$ cat src/rtl/uart_line_loader.sv
// uart_line_loader: receives one framed video line over a byte-level UART
// interface and streams the payload into an external line buffer. Responses
// (ACK / status codes) go through a 2-entry queue to the byte transmitter.
module uart_line_loader #(
   parameter int unsigned LINE_BYTES     = 240,
   parameter int unsigned ROW_W          = 9,
   parameter int unsigned ADDR_W         = 8,
   parameter logic [7:0]  START_CODE     = 8'hA5,
   parameter logic [7:0]  END_CODE       = 8'hDD,
   parameter logic [7:0]  ANSWER_CODE    = 8'hAA,
   parameter logic [7:0]  SUCCESS_CODE   = 8'hFF,
   parameter logic [7:0]  NACK_CODE      = 8'h11,
   parameter logic [7:0]  TIMEOUT_CODE   = 8'h22,
   parameter int unsigned ACK_EVERY      = 1,
   parameter bit          CHECKSUM_EN    = 1'b0,
   parameter int unsigned TIMEOUT_CYCLES = 1_000_000
) (
   input  logic              clk,
   input  logic              rst,
   input  logic              rx_valid,
   input  logic [7:0]        rx_data,
   input  logic              tx_busy,
   output logic              tx_start,
   output logic [7:0]        tx_data,
   output logic              wr_en,
   output logic [ADDR_W-1:0] wr_addr,
   output logic [7:0]        wr_data,
   output logic [ROW_W-1:0]  row,
   output logic              line_done,
   output logic              line_err,
   output logic              active
);

   localparam logic [15:0] LB16     = 16'(LINE_BYTES);
   localparam bit          ACK_EN   = (ACK_EVERY != 0);
   localparam logic [15:0] ACK_LAST = (ACK_EVERY == 0) ? 16'd0 : 16'(ACK_EVERY - 1);
   localparam bit          TMO_EN   = (TIMEOUT_CYCLES != 0);
   localparam logic [31:0] TMO_LAST = (TIMEOUT_CYCLES == 0) ? 32'd0 : 32'(TIMEOUT_CYCLES - 1);

   typedef enum logic [2:0] {
      S_IDLE, S_ROW_HI, S_ROW_LO, S_PAYLOAD, S_CKSUM, S_ENDW
   } state_t;

   state_t            r_state, w_state_n;
   logic [7:0]        r_row_hi;
   logic [ROW_W-1:0]  r_row;
   logic [15:0]       r_count;
   logic [15:0]       r_ack_cnt;
   logic [7:0]        r_cksum;
   logic              r_ck_ok;
   logic [31:0]       r_tmo_cnt;
   logic              r_wr_en;
   logic [ADDR_W-1:0] r_wr_addr;
   logic [7:0]        r_wr_data;
   logic              r_done, r_err;
   logic [7:0]        r_q0, r_q1;
   logic [1:0]        r_qcnt;
   logic              r_tx_start;
   logic [7:0]        r_tx_data;

   logic [15:0] w_cnt_inc;
   logic        w_ack_hit;
   logic        w_tmo;
   logic        w_pop;
   logic        w_push;
   logic [7:0]  w_push_data;
   logic        w_done, w_err;
   logic        w_start, w_hi_ld, w_row_ld, w_pay, w_ck_ld;

   assign w_cnt_inc = r_count + 16'd1;
   assign w_ack_hit = ACK_EN && (r_ack_cnt == ACK_LAST);
   // rx_valid in the expiry cycle wins, so expiry requires no byte this cycle
   assign w_tmo     = TMO_EN && (r_state != S_IDLE) && !rx_valid && (r_tmo_cnt == TMO_LAST);
   assign w_pop     = (r_qcnt != 2'd0) && !tx_busy && !r_tx_start;

   // State register
   always_ff @(posedge clk or posedge rst) begin
      if (rst) r_state <= S_IDLE;
      else     r_state <= w_state_n;
   end

   // Next-state decode and response/status event generation
   always_comb begin
      w_state_n   = r_state;
      w_push      = 1'b0;
      w_push_data = '0;
      w_done      = 1'b0;
      w_err       = 1'b0;
      w_start     = 1'b0;
      w_hi_ld     = 1'b0;
      w_row_ld    = 1'b0;
      w_pay       = 1'b0;
      w_ck_ld     = 1'b0;
      if (w_tmo) begin
         w_push      = 1'b1;
         w_push_data = TIMEOUT_CODE;
         w_err       = 1'b1;
         w_state_n   = S_IDLE;
      end else if (rx_valid) begin
         case (r_state)
            S_IDLE: begin
               if (rx_data == START_CODE) begin
                  w_start   = 1'b1;
                  w_state_n = S_ROW_HI;
               end
            end
            S_ROW_HI: begin
               w_hi_ld   = 1'b1;
               w_state_n = S_ROW_LO;
            end
            S_ROW_LO: begin
               w_row_ld    = 1'b1;
               w_push      = 1'b1;
               w_push_data = ANSWER_CODE;
               w_state_n   = S_PAYLOAD;
            end
            S_PAYLOAD: begin
               w_pay = 1'b1;
               if (w_cnt_inc == LB16) begin
                  w_state_n = CHECKSUM_EN ? S_CKSUM : S_ENDW;
               end else if (w_ack_hit) begin
                  w_push      = 1'b1;
                  w_push_data = ANSWER_CODE;
               end
            end
            S_CKSUM: begin
               w_ck_ld   = 1'b1;
               w_state_n = S_ENDW;
            end
            S_ENDW: begin
               w_push = 1'b1;
               if (rx_data == END_CODE && (!CHECKSUM_EN || r_ck_ok)) begin
                  w_push_data = SUCCESS_CODE;
                  w_done      = 1'b1;
               end else begin
                  w_push_data = NACK_CODE;
                  w_err       = 1'b1;
               end
               w_state_n = S_IDLE;
            end
            default: w_state_n = S_IDLE;
         endcase
      end
   end

   // Frame datapath: row, byte count, checksum, ACK spacing, buffer write port
   always_ff @(posedge clk or posedge rst) begin
      if (rst) begin
         r_row_hi  <= '0;
         r_row     <= '0;
         r_count   <= '0;
         r_ack_cnt <= '0;
         r_cksum   <= '0;
         r_ck_ok   <= 1'b0;
         r_wr_en   <= 1'b0;
         r_wr_addr <= '0;
         r_wr_data <= '0;
         r_done    <= 1'b0;
         r_err     <= 1'b0;
      end else begin
         r_wr_en <= w_pay;
         r_done  <= w_done;
         r_err   <= w_err;
         if (w_start) begin
            r_count   <= '0;
            r_ack_cnt <= '0;
            r_cksum   <= '0;
            r_ck_ok   <= 1'b0;
         end
         if (w_hi_ld)  r_row_hi <= rx_data;
         if (w_row_ld) r_row    <= ROW_W'({r_row_hi, rx_data});
         if (w_pay) begin
            r_wr_addr <= ADDR_W'(r_count);
            r_wr_data <= rx_data;
            r_count   <= w_cnt_inc;
            r_cksum   <= r_cksum ^ rx_data;
            r_ack_cnt <= w_ack_hit ? 16'd0 : r_ack_cnt + 16'd1;
         end
         if (w_ck_ld) r_ck_ok <= (rx_data == r_cksum);
      end
   end

   // Inter-byte idle counter, held at zero while waiting for a frame
   always_ff @(posedge clk or posedge rst) begin
      if (rst)                            r_tmo_cnt <= '0;
      else if (r_state == S_IDLE || rx_valid) r_tmo_cnt <= '0;
      else                                r_tmo_cnt <= r_tmo_cnt + 32'd1;
   end

   // Response queue: when full, a push replaces the newest entry so the final
   // status byte always survives a stalled transmitter
   always_ff @(posedge clk or posedge rst) begin
      if (rst) begin
         r_q0       <= '0;
         r_q1       <= '0;
         r_qcnt     <= '0;
         r_tx_start <= 1'b0;
         r_tx_data  <= '0;
      end else begin
         r_tx_start <= w_pop;
         if (w_pop) r_tx_data <= r_q0;
         case ({w_push, w_pop})
            2'b10: begin
               if (r_qcnt == 2'd0) begin
                  r_q0   <= w_push_data;
                  r_qcnt <= 2'd1;
               end else begin
                  r_q1   <= w_push_data;
                  r_qcnt <= 2'd2;
               end
            end
            2'b01: begin
               r_q0   <= r_q1;
               r_qcnt <= r_qcnt - 2'd1;
            end
            2'b11: begin
               if (r_qcnt == 2'd1) begin
                  r_q0 <= w_push_data;
               end else begin
                  r_q0 <= r_q1;
                  r_q1 <= w_push_data;
               end
            end
            default: ;
         endcase
      end
   end

   assign tx_start  = r_tx_start;
   assign tx_data   = r_tx_data;
   assign wr_en     = r_wr_en;
   assign wr_addr   = r_wr_addr;
   assign wr_data   = r_wr_data;
   assign row       = r_row;
   assign line_done = r_done;
   assign line_err  = r_err;
   assign active    = (r_state != S_IDLE);

endmodule

$ cat config.mk
export PLATFORM = sky130hd
export DESIGN_NAME = uart_line_loader
export DESIGN_NICKNAME = d
export VERILOG_FILES = /design/src/rtl/uart_line_loader.sv
export SDC_FILE = /design/constraint.sdc
export NUM_CORES = 1
export LEC_CHECK = 0
export CAP_MARGIN = 20
export CORE_UTILIZATION = 62
export DETAILED_ROUTE_END_ITERATION = 7
export HOLD_SLACK_MARGIN = 0.15
export PLACE_DENSITY = 0.87
export SLEW_MARGIN = 15
export SYNTH_ARGS = -nofsm -noshare
export SYNTH_HDL_FRONTEND = slang
export SYNTH_SLANG_ARGS = --single-unit
$ cat constraint.sdc
create_clock -name clk -period 5.5 [get_ports clk]
set_clock_uncertainty 0.1 [all_clocks]
set_input_delay 0.55 -clock clk [delete_from_list [all_inputs] [get_ports clk]]
set_output_delay 0.55 -clock clk [all_outputs]
set_load 0.01 [all_outputs]
# Yosys cells after proc, flatten, opt, wreduce, memory -nomap -nowiden
# Cells that the tools add are included.
# op_classes
add_sub_neg	4
n_eq_ne	18
muxes	50
reduce_logical	22
# ops
operator	count
$mux 8	9
$mux 16	4
$pmux 8 s3	2
$add 16x1->16 const B	2
$add 32x1->32 const B	1
$eq 32x20->1 const B	1
$mux 32	1
$mux 1	25
$eq 16x8->1 const B	1
$eq 8x8->1 const B	2
$logic_not 16->1	1
$pmux 8 s2	1
$pmux 3 s5	1
$mux 3	4
$reduce_bool 2->1	5
$eq 3x2->1 const B	2
$eq 3x3->1 const B	2
$ne 2x2->1 const B	3
$ne 3x3->1 const B	2
$reduce_and 3->1	2
$reduce_bool 3->1	2
$eq 2x1->1 const B	2
$eq 2x2->1 const B	2
$logic_and 1x1->1	4
11 further kinds	13
# word_totals
register_bits	123
in_bits	12
out_inout_bits	38
word_cells	110

# Depth between registers and ports, before layout
# Gate-level depths: netlist (run 1).
# logic_depth
word_depth	9
mapped_depth	14
ltp_nobuf	14

# Worst setup path before layout (run 1)
# No wires, ideal clock.
# synth_timing
path_kind	register to register
startpoint	reg r_count[0]
endpoint	reg r_q0[5]
arrival_ns	2.915
required_time_ns	5.261
path_slack_ns	2.346
path_stages_with_launch	13
period_less_slack_ns	3.154
cell_sequence	dfrtp_1 > clkbuf_2 > nand4_1 > or3_1 > a221oi_1 > nand2_1 > nor3_2 > o211ai_1 > ha_1 > a21oi_1 > nand2_1 > nor3b_1 > a21oi_1
# synth_via
elab_chain_len	9
elab_cells_between_ends	19
cone_classes	add/sub: 1; eq/ne: 5; mux: 11; reduce/logical: 2
# synth_rtl
element	line	text
from (decl)	47	logic [15:0] r_count;
from (signal assigned)	175	r_count <= w_cnt_inc;
$add 16x1->16 (*)	70	assign w_cnt_inc = r_count + 16'd1;
$eq 16x8->1 (*)	119	if (w_cnt_inc == LB16) begin
$mux 1	119	
$pmux 1 s2	100	case (r_state)
$mux 1	99	end else if (rx_valid) begin
$mux 1	94	if (w_tmo) begin
$eq 2x2->1 / $eq 2x1->1 (equally long branches)	202	case ({w_push, w_pop})
$ne 2x2->1 (no line) / $reduce_bool 3->1 (equally long branches)	n/a	
$reduce_and 2->1 (no line)	n/a	
to (signal assigned)	205	r_q0 <= w_push_data;
to (signal assigned)	213	r_q0 <= r_q1;
to (signal assigned)	218	r_q0 <= w_push_data;
to (decl)	56	logic [7:0] r_q0, r_q1;
# Every way passes the cells marked *; elsewhere a longest branch is shown, timed or not. The select of a mux whose other input is x is not followed.
# A chain may end at the register's enable or synchronous reset.

# Worst setup path in the final report (run 1)
# layout_timing
startpoint	reg r_count[7]
endpoint	reg r_q0[5]
# Same word-level chain as after synthesis.

==> results of run 1 <==
==> routing by layer <==
layer  share of wire  track usage
met5               0            0
met4           0.017       0.0758
met3           0.063       0.0727
met2            0.49        0.432
met1            0.43        0.349
==> area by class of cell <==
cell class	count	area (um2)	area share
Sequential cell	111	2780	0.437
Multi-Input combinational cell	460	2630	0.414
Timing Repair Buffer	53	541	0.0851
Clock buffer	10	138	0.0217
Tap cell	108	135	0.0213
Clock inverter	6	75.1	0.0118
Inverter	15	58.8	0.00926
==> path summary, 6_finish.rpt <==
kind | cells after the start | end | from | slack (ps)
max | 10 | r_q0[5] | r_count[7] | 1590
min | 2 | wr_addr[2] | wr_addr[2] | 390
max reg2reg | 10 | r_q0[5] | r_count[7] | 1590
min reg2reg | 2 | wr_addr[2] | wr_addr[2] | 390
max in group asynchronous | 3 | r_ack_cnt[0] | rst | 3690
min in group asynchronous | 2 | r_count[2] | rst | 580
==> worst max-delay path, cell delays in order, from the launching register on <==
cell	delay, ps
dfrtp_1	530
nand4_1	260
nor4_1	610
a31oi_1	290
nor3_2	500
o211ai_1	230
ha_1	280
a21oi_1	510
nand2_1	160
nor3b_1	230
a21oi_1	90
==> synth_stat cells, types with 2 or more instances <==
master | instances | area [um2]
dfrtp_1 | 111 | 2780
and3_1 | 17 | 106
buf_4 | 4 | 30.0
clkbuf_1 | 19 | 71.3
o31ai_1 | 5 | 37.5
or2_2 | 4 | 25.0
nand3_1 | 26 | 130
nor4_1 | 10 | 62.6
o41ai_1 | 3 | 26.3
ha_1 | 10 | 125
a31oi_1 | 4 | 25.0
a22o_1 | 2 | 17.5
nor3b_1 | 5 | 37.5
nand2b_1 | 4 | 25.0
mux2_2 | 13 | 146
xor2_1 | 16 | 140
nand4b_1 | 4 | 35.0
o21ai_0 | 52 | 260
mux2i_1 | 2 | 20.0
a21oi_1 | 19 | 95.1
nor3_1 | 13 | 65.1
a211oi_1 | 2 | 15.0
buf_1 | 3 | 11.3
and4_1 | 3 | 26.3
nand3b_1 | 2 | 15.0
nand2_1 | 110 | 413
nor2b_1 | 5 | 31.3
o211a_1 | 2 | 20.0
nand4_1 | 15 | 93.8
a22oi_1 | 2 | 15.0
inv_1 | 14 | 52.6
or3_1 | 10 | 62.6
nor4b_1 | 3 | 26.3
a21o_1 | 2 | 15.0
nor2_1 | 63 | 236
and2_1 | 2 | 12.5
buf_2 | 6 | 30.0
xnor2_1 | 18 | 158
==> cells by family after synthesis <==
group                      synth area share
and+or+nand+nor                       0.263
xor gates and xnor gates             0.0531
buffers and inverters                0.0364
adders and majority gates            0.0223
DFF                                   0.495
muxes                                0.0297
AOI/OAI and AO/OA                     0.101
==> power by group <==
part           switching (mW)  internal, mW
logic                   0.222         0.220
clock network           0.297         0.231
registers              0.0786         0.912
==> stage by stage <==
step                      instances  hold slack, ps  setup slack, ps
final                           763             385             1590
after global routing            763             414             1320
after CTS                       762             387             1680
after detailed placement        746             362             1510
after global placement          746             357             1620
after floorplan                 619             339             1920
==> state kept, by name, indices dropped and copies added, names as in the netlist, 4 cells and up <==
signal and count:
wr_addr 8, tx_data 4, r_q1 4, row 9, r_q0 4, wr_data 8
r_ack_cnt 16, r_tmo_cnt 32, r_count 16
==> summary.md, run 1 <==
| Metric | Value |
|---|---|
| Leakage | `2.76 nW` |
| Final Wtd Congestion | `0.860` |
| Cts hold-fix bufs | `0` |
| Crit path capture type | `flip-flop` |
| Fill count | `625` |
| Row cnt | `34` |
| Seq/Total Area, Yosys | `0.495` |
| Setup Viol. Count Final | `0` |
| DR iter-0 viols | `286` |
| Critical path required time | `5650 ps` |
| N_diodes | `0` |
| Synth Net Count | `641` |
| Die X | `97.1 um` |
| HP Class | `flip-flop to flip-flop` |
| Clock tree sinks | `111` |
| Initial Utilization | `0.643` |
| Crit start category | `flip-flop` |
| Total wire length | `12000 um` |
| # IOs | `50` |
| Setup_tns | `0 ps` |
| Clk_lat worst skew | `380 ps` |
| Minimum clock period | `3910 ps` |
| Slew margin rel. | `0.391` |
| H-tree levels | `3` |
| Main synth FF type | `dfrtp_1` |
| CP max FO | `11` |
| Root buffer cell | `clkbuf_8` |
| Yosys cell types | `52` |
| Cell Area, Placed | `6110 um2` |
| Max Root-Sink Buffers | `2` |
| Vias/cell | `6.05` |
| ANT nets after route | `0` |
| Critical Path AT | `4060 ps` |
| Area growth from synthesis to layout | `13.3%` |
| Global-route usage over all layers | `0.265` |
| Die Ht | `97.1 um` |
| Total iterations of the first detailed-routing run | `5` |
| Share of cells above drive strength 1 | `0.0641` |
| Port buffer count | `49` |
| Outcome | `complete, no violations` |
| Total global routing overflow | `0` |
| Max IR drop VDD | `0.000207 V` |
| DIE AREA | `9430 um2` |
| Fin nets | `672` |
| Max-slew violations | `0` |
| Post_cts resized | `0` |
| Async S/R FF share, synth | `1.00` |
| Post-CTS Setup Inserts | `0` |
| Via Count | `4617` |
| Finished Core Util | `0.728` |
| Yosys warning count | `0` |
| Total core area | `8720 um2` |
| RSZ-0062 raised after global routing | `no` |
| Post-synth EDFFs | `0` |
| Most common library cell in the layout ignoring fill and taps | `dfrtp_1` |
| Most frequent cells in the layout | `dfrtp_1, nand2_1, nor2_1` |
| Mapped Avg Cell Area | `9.06 um2` |
| P per Cell Area | `309 nW/um2` |
| Final Cycle Share | `0.711` |
| Max Cap Viol | `0` |
| DRC viols | `0` |
| CTS tree | `done` |
| Final hold vios | `0` |
| Power Total | `1.96 mW` |
| Actual slew at the worst max-slew pin | `910 ps` |
| Synth Register Bits | `111` |
| Clock buffer count from CTS | `9` |
| Drt wl/cell | `15.7 um` |
| CTS clk-pin slew, worst paths | `110 ps` |
| First-pass GRT wire length | `20400 um` |
| Initial antenna violation count | `0` |
| Largest net degree at the start of global routing | `71` |
| Number of global-route vias before repair | `4477` |
| WS Path Type | `flip-flop to flip-flop` |
| Dpl hpwl | `8130 um` |
| Mapped Area | `5610 um2` |
| Mapped Cells | `619` |
| Fmax | `256 MHz` |
| Final Instance Area | `6350 um2` |
(Power assumes the default switching activity.)
==> inputs of run 2 (changes only) <==
--- a/config.mk
+++ b/config.mk
@@ -6,10 +6,10 @@
 export NUM_CORES = 1
 export LEC_CHECK = 0
 export CAP_MARGIN = 20
-export CORE_UTILIZATION = 62
+export CORE_UTILIZATION = 52
 export DETAILED_ROUTE_END_ITERATION = 7
 export HOLD_SLACK_MARGIN = 0.15
-export PLACE_DENSITY = 0.87
+export PLACE_DENSITY = 0.78
 export SLEW_MARGIN = 15
 export SYNTH_ARGS = -nofsm -noshare
 export SYNTH_HDL_FRONTEND = slang
==> constraint.sdc (replaced) <==
create_clock -name clk -period 3.4 [get_ports clk]
set_clock_uncertainty 0.1 [all_clocks]
set_input_delay 0.34 -clock clk [delete_from_list [all_inputs] [get_ports clk]]
set_output_delay 0.34 -clock clk [all_outputs]
set_load 0.01 [all_outputs]
==> run 2 against run 1 <==
Effect of this change: sequential power rose by 60%; non-clock buffer count rose by 19; via count rose by 1.3%; sequential share of layout area fell by 1.4 points; utilization fell by 9.5 points; worst hold slack got worse by 100 ps.
==> summary.md, run 2 (synthesized netlist as in run 1, its figures left out) <==
| Metric | Value |
|---|---|
| Reg2Reg Launch Point | `r_count[0]` |
| Slowest cell on crit path | `or3_4` |
| Final std cells w/o fill | `810 (+6.2%)` |
| Most frequent cells in the layout | `nand2_1, dfrtp_1, nor2_1` |
| Initial antenna violation count | `0 (unchanged)` |
| Number of global-route vias before repair | `4492 (+0.34%)` |
| Initial Utilization | `0.541 (-0.102)` |
| P per Cell Area | `494 nW/um2 (+60%)` |
| Max reg flops | `32 (unchanged)` |
| Fill count | `855 (+37%)` |
| Register area | `2780 um2 (+0.14%)` |
| Worst path max stage delay | `460 ps (-150 ps)` |
| DRT met1 WL | `5510 um (+6.3%)` |
| Vias/cell | `5.77 (-4.6%)` |
| HP Class | `primary input to asynchronous set/reset pin` |
| Dpl hpwl | `8290 um (+1.9%)` |
| Crit-path cells | `nand4_1, or3_4, a221oi_1, nand2_1, nor3_2, o211ai_1, ha_1, nor2b_1, o21a_1, nand2_1, nand2_1, nor3b_2, a21oi_1` |
| Final Cycle Share | `0.953 (+0.242)` |
| # IOs | `50 (unchanged)` |
| Final Instance Area | `6560 um2 (+3.3%)` |
| Leakage | `2.87 nW (+4.1%)` |
| Most used cell, CP | `nand2_1` |
| Crit path capture type | `flip-flop` |
| Die Ht | `106 um (+9.0%)` |
| Total core area | `10400 um2 (+19%)` |
| Minimum clock period | `3240 ps (-670 ps)` |
| Crit start category | `flip-flop` |
| DIE AREA | `11200 um2 (+19%)` |
| Max IR drop VDD | `0.000372 V (+79%)` |
| Setup Viol. Count Final | `0 (unchanged)` |
| ANT nets after route | `0 (unchanged)` |
| Max Root-Sink Buffers | `2 (unchanged)` |
| Drt wl/cell | `15.3 um (-2.6%)` |
| Sw Ratio | `0.292 (-0.0133)` |
| Slew margin rel. | `0.522 (+0.131)` |
| Die X | `106 um (+9.0%)` |
| Register with the most flip-flops | `r_tmo_cnt` |
| H-tree levels | `3 (unchanged)` |
| Total global routing overflow | `0 (unchanged)` |
| Clock Power Share | `0.267 (-0.002)` |
| DRC viols | `0 (unchanged)` |
| First-pass GRT wire length | `21000 um (+2.8%)` |
| Area growth from synthesis to layout | `17.0%` |
| Final worst slack | `159 ps (-1430 ps)` |
| Top Metal Used | `met4` |
| Share of cells above drive strength 1 | `0.101 (+0.0368)` |
| Wire length on met2 | `6010 um (+2.5%)` |
| Global-route usage over all layers | `0.233 (-0.0321)` |
| Power share of the combinational group | `0.246 (+0.020)` |
| Max-slew violations | `0 (unchanged)` |
| Worst slack, placed | `23.2 ps (-1490 ps)` |
| Fin nets | `691 (+2.8%)` |
| Top flop regs | `r_tmo_cnt: 32 flops, r_ack_cnt: 16 flops, r_count: 16 flops` |
| Via Count | `4677 (+1.3%)` |
| Root buffer cell | `clkbuf_8` |
| Total placed cells including tap cells | `790 (+5.9%)` |
| Actual slew at the worst max-slew pin | `711 ps (-200 ps)` |
| WS Path Type | `flip-flop to flip-flop` |
| Clock buffer count from CTS | `9 (unchanged)` |
| Net Sw Power | `0.947 mW (+58%)` |
| Max Cap Viol | `0 (unchanged)` |
| Final hold vios | `0 (unchanged)` |
| Int Pwr | `2.30 mW (+69%)` |
| Seq pwr share | `0.487 (-0.018)` |
| Cell Area, Placed | `6280 um2 (+2.7%)` |
| Final Wtd Congestion | `0.899 (+4.5%)` |
| Largest net degree at the start of global routing | `63 (-11%)` |
| Most common library cell in the layout ignoring fill and taps | `nand2_1` |
| Row cnt | `37 (+8.8%)` |
| N_diodes | `0 (unchanged)` |
| DR WL met3 | `741 um (-1.5%)` |
| Total iterations of the first detailed-routing run | `5 (unchanged)` |
| CP Launch Point | `r_count[0]` |
| DR iter-0 viols | `351 (+23%)` |
| Clk_lat worst skew | `390 ps (about the same)` |
| Total wire length | `12400 um (+3.4%)` |
| Fmax | `309 MHz (+21%)` |
| Multi-input gate area | `2670 um2 (+1.4%)` |
| Outcome | `complete, no violations` |
| Port buffer count | `49 (unchanged)` |
| Critical path required time | `3580 ps (-2070 ps)` |
| Hold slack | `285 ps (-100 ps)` |
| Critical Path AT | `3420 ps (-640 ps)` |
| Finished Core Util | `0.633 (-0.0954)` |
| CTS tree | `done` |
| Cts hold-fix bufs | `0 (unchanged)` |
| Clock tree sinks | `111 (unchanged)` |
| CP max FO | `7 (-4)` |
| CTS clk-pin slew, worst paths | `110 ps (about the same)` |
| Worst r2r path cells | `13 (+3)` |
run 2: final timing paths:
| check | end | slack [ps] |
|---|---|---|
| min in group clk | wr_addr[5] | 380 |
| worst max-delay path | r_q0[5] | 160 |
| worst min register to register | wr_addr[5] | 380 |
| worst max register to register | r_q0[5] | 160 |
| max in group asynchronous | r_count[8] | 2150 |
| worst min-delay path | r_tmo_cnt[12] | 280 |
run 2: layout make-up:
cell class	instances	share of cell area
clock inverter	4	0.0118
tap	136	0.0259
inverter	15	0.00896
timing repair buffer	72	0.103
clock buffer	12	0.0206
multi-input combinational	460	0.406
sequential	111	0.424
run 2: repair_timing:
item	CTS	global route
setup buffers	0	4
setup endpoints to repair	0	9
gates resized for setup	0	11
run 2: worst max-delay path: cells and delay by family, from the launching register on:
| kind | cells | cell delay [ps] |
|---|---|---|
| adder cells (fa/ha/maj) | 1 | 270 |
| flip-flops | 1 | 450 |
| AND/OR/NAND/NOR | 8 | 1540 |
| AO/OA/AOI/OAI | 4 | 780 |
run 2: through the flow:
stage | TNS (ps) | power [mW]
3_5_place_dp | 0 | 2.37
3_3_place_gp | 0 | 2.34
4_1_cts | 0 | 3.25
6_report | 0 | 3.25
2_1_floorplan | 0 | 2.04
5_1_grt | -23.9 | 3.42
run 2: power groups by stage:
| stage | clock network (mW) | logic (mW) | registers (mW) |
|---|---|---|---|
| final | 0.867 | 0.799 | 1.58 |
| after global routing | 0.941 | 0.879 | 1.60 |
| after CTS | 0.896 | 0.772 | 1.58 |
| after detailed placement | 0 | 0.768 | 1.61 |
| after global placement | 0 | 0.746 | 1.60 |
| after floorplan | 0 | 0.425 | 1.62 |
run 2: layer usage:
metal,vias up,global-route usage
li1,2240,-
met1,2290,0.299
met2,130,0.380
met3,17,0.0736
met4,0,0.0645
met5,-,0
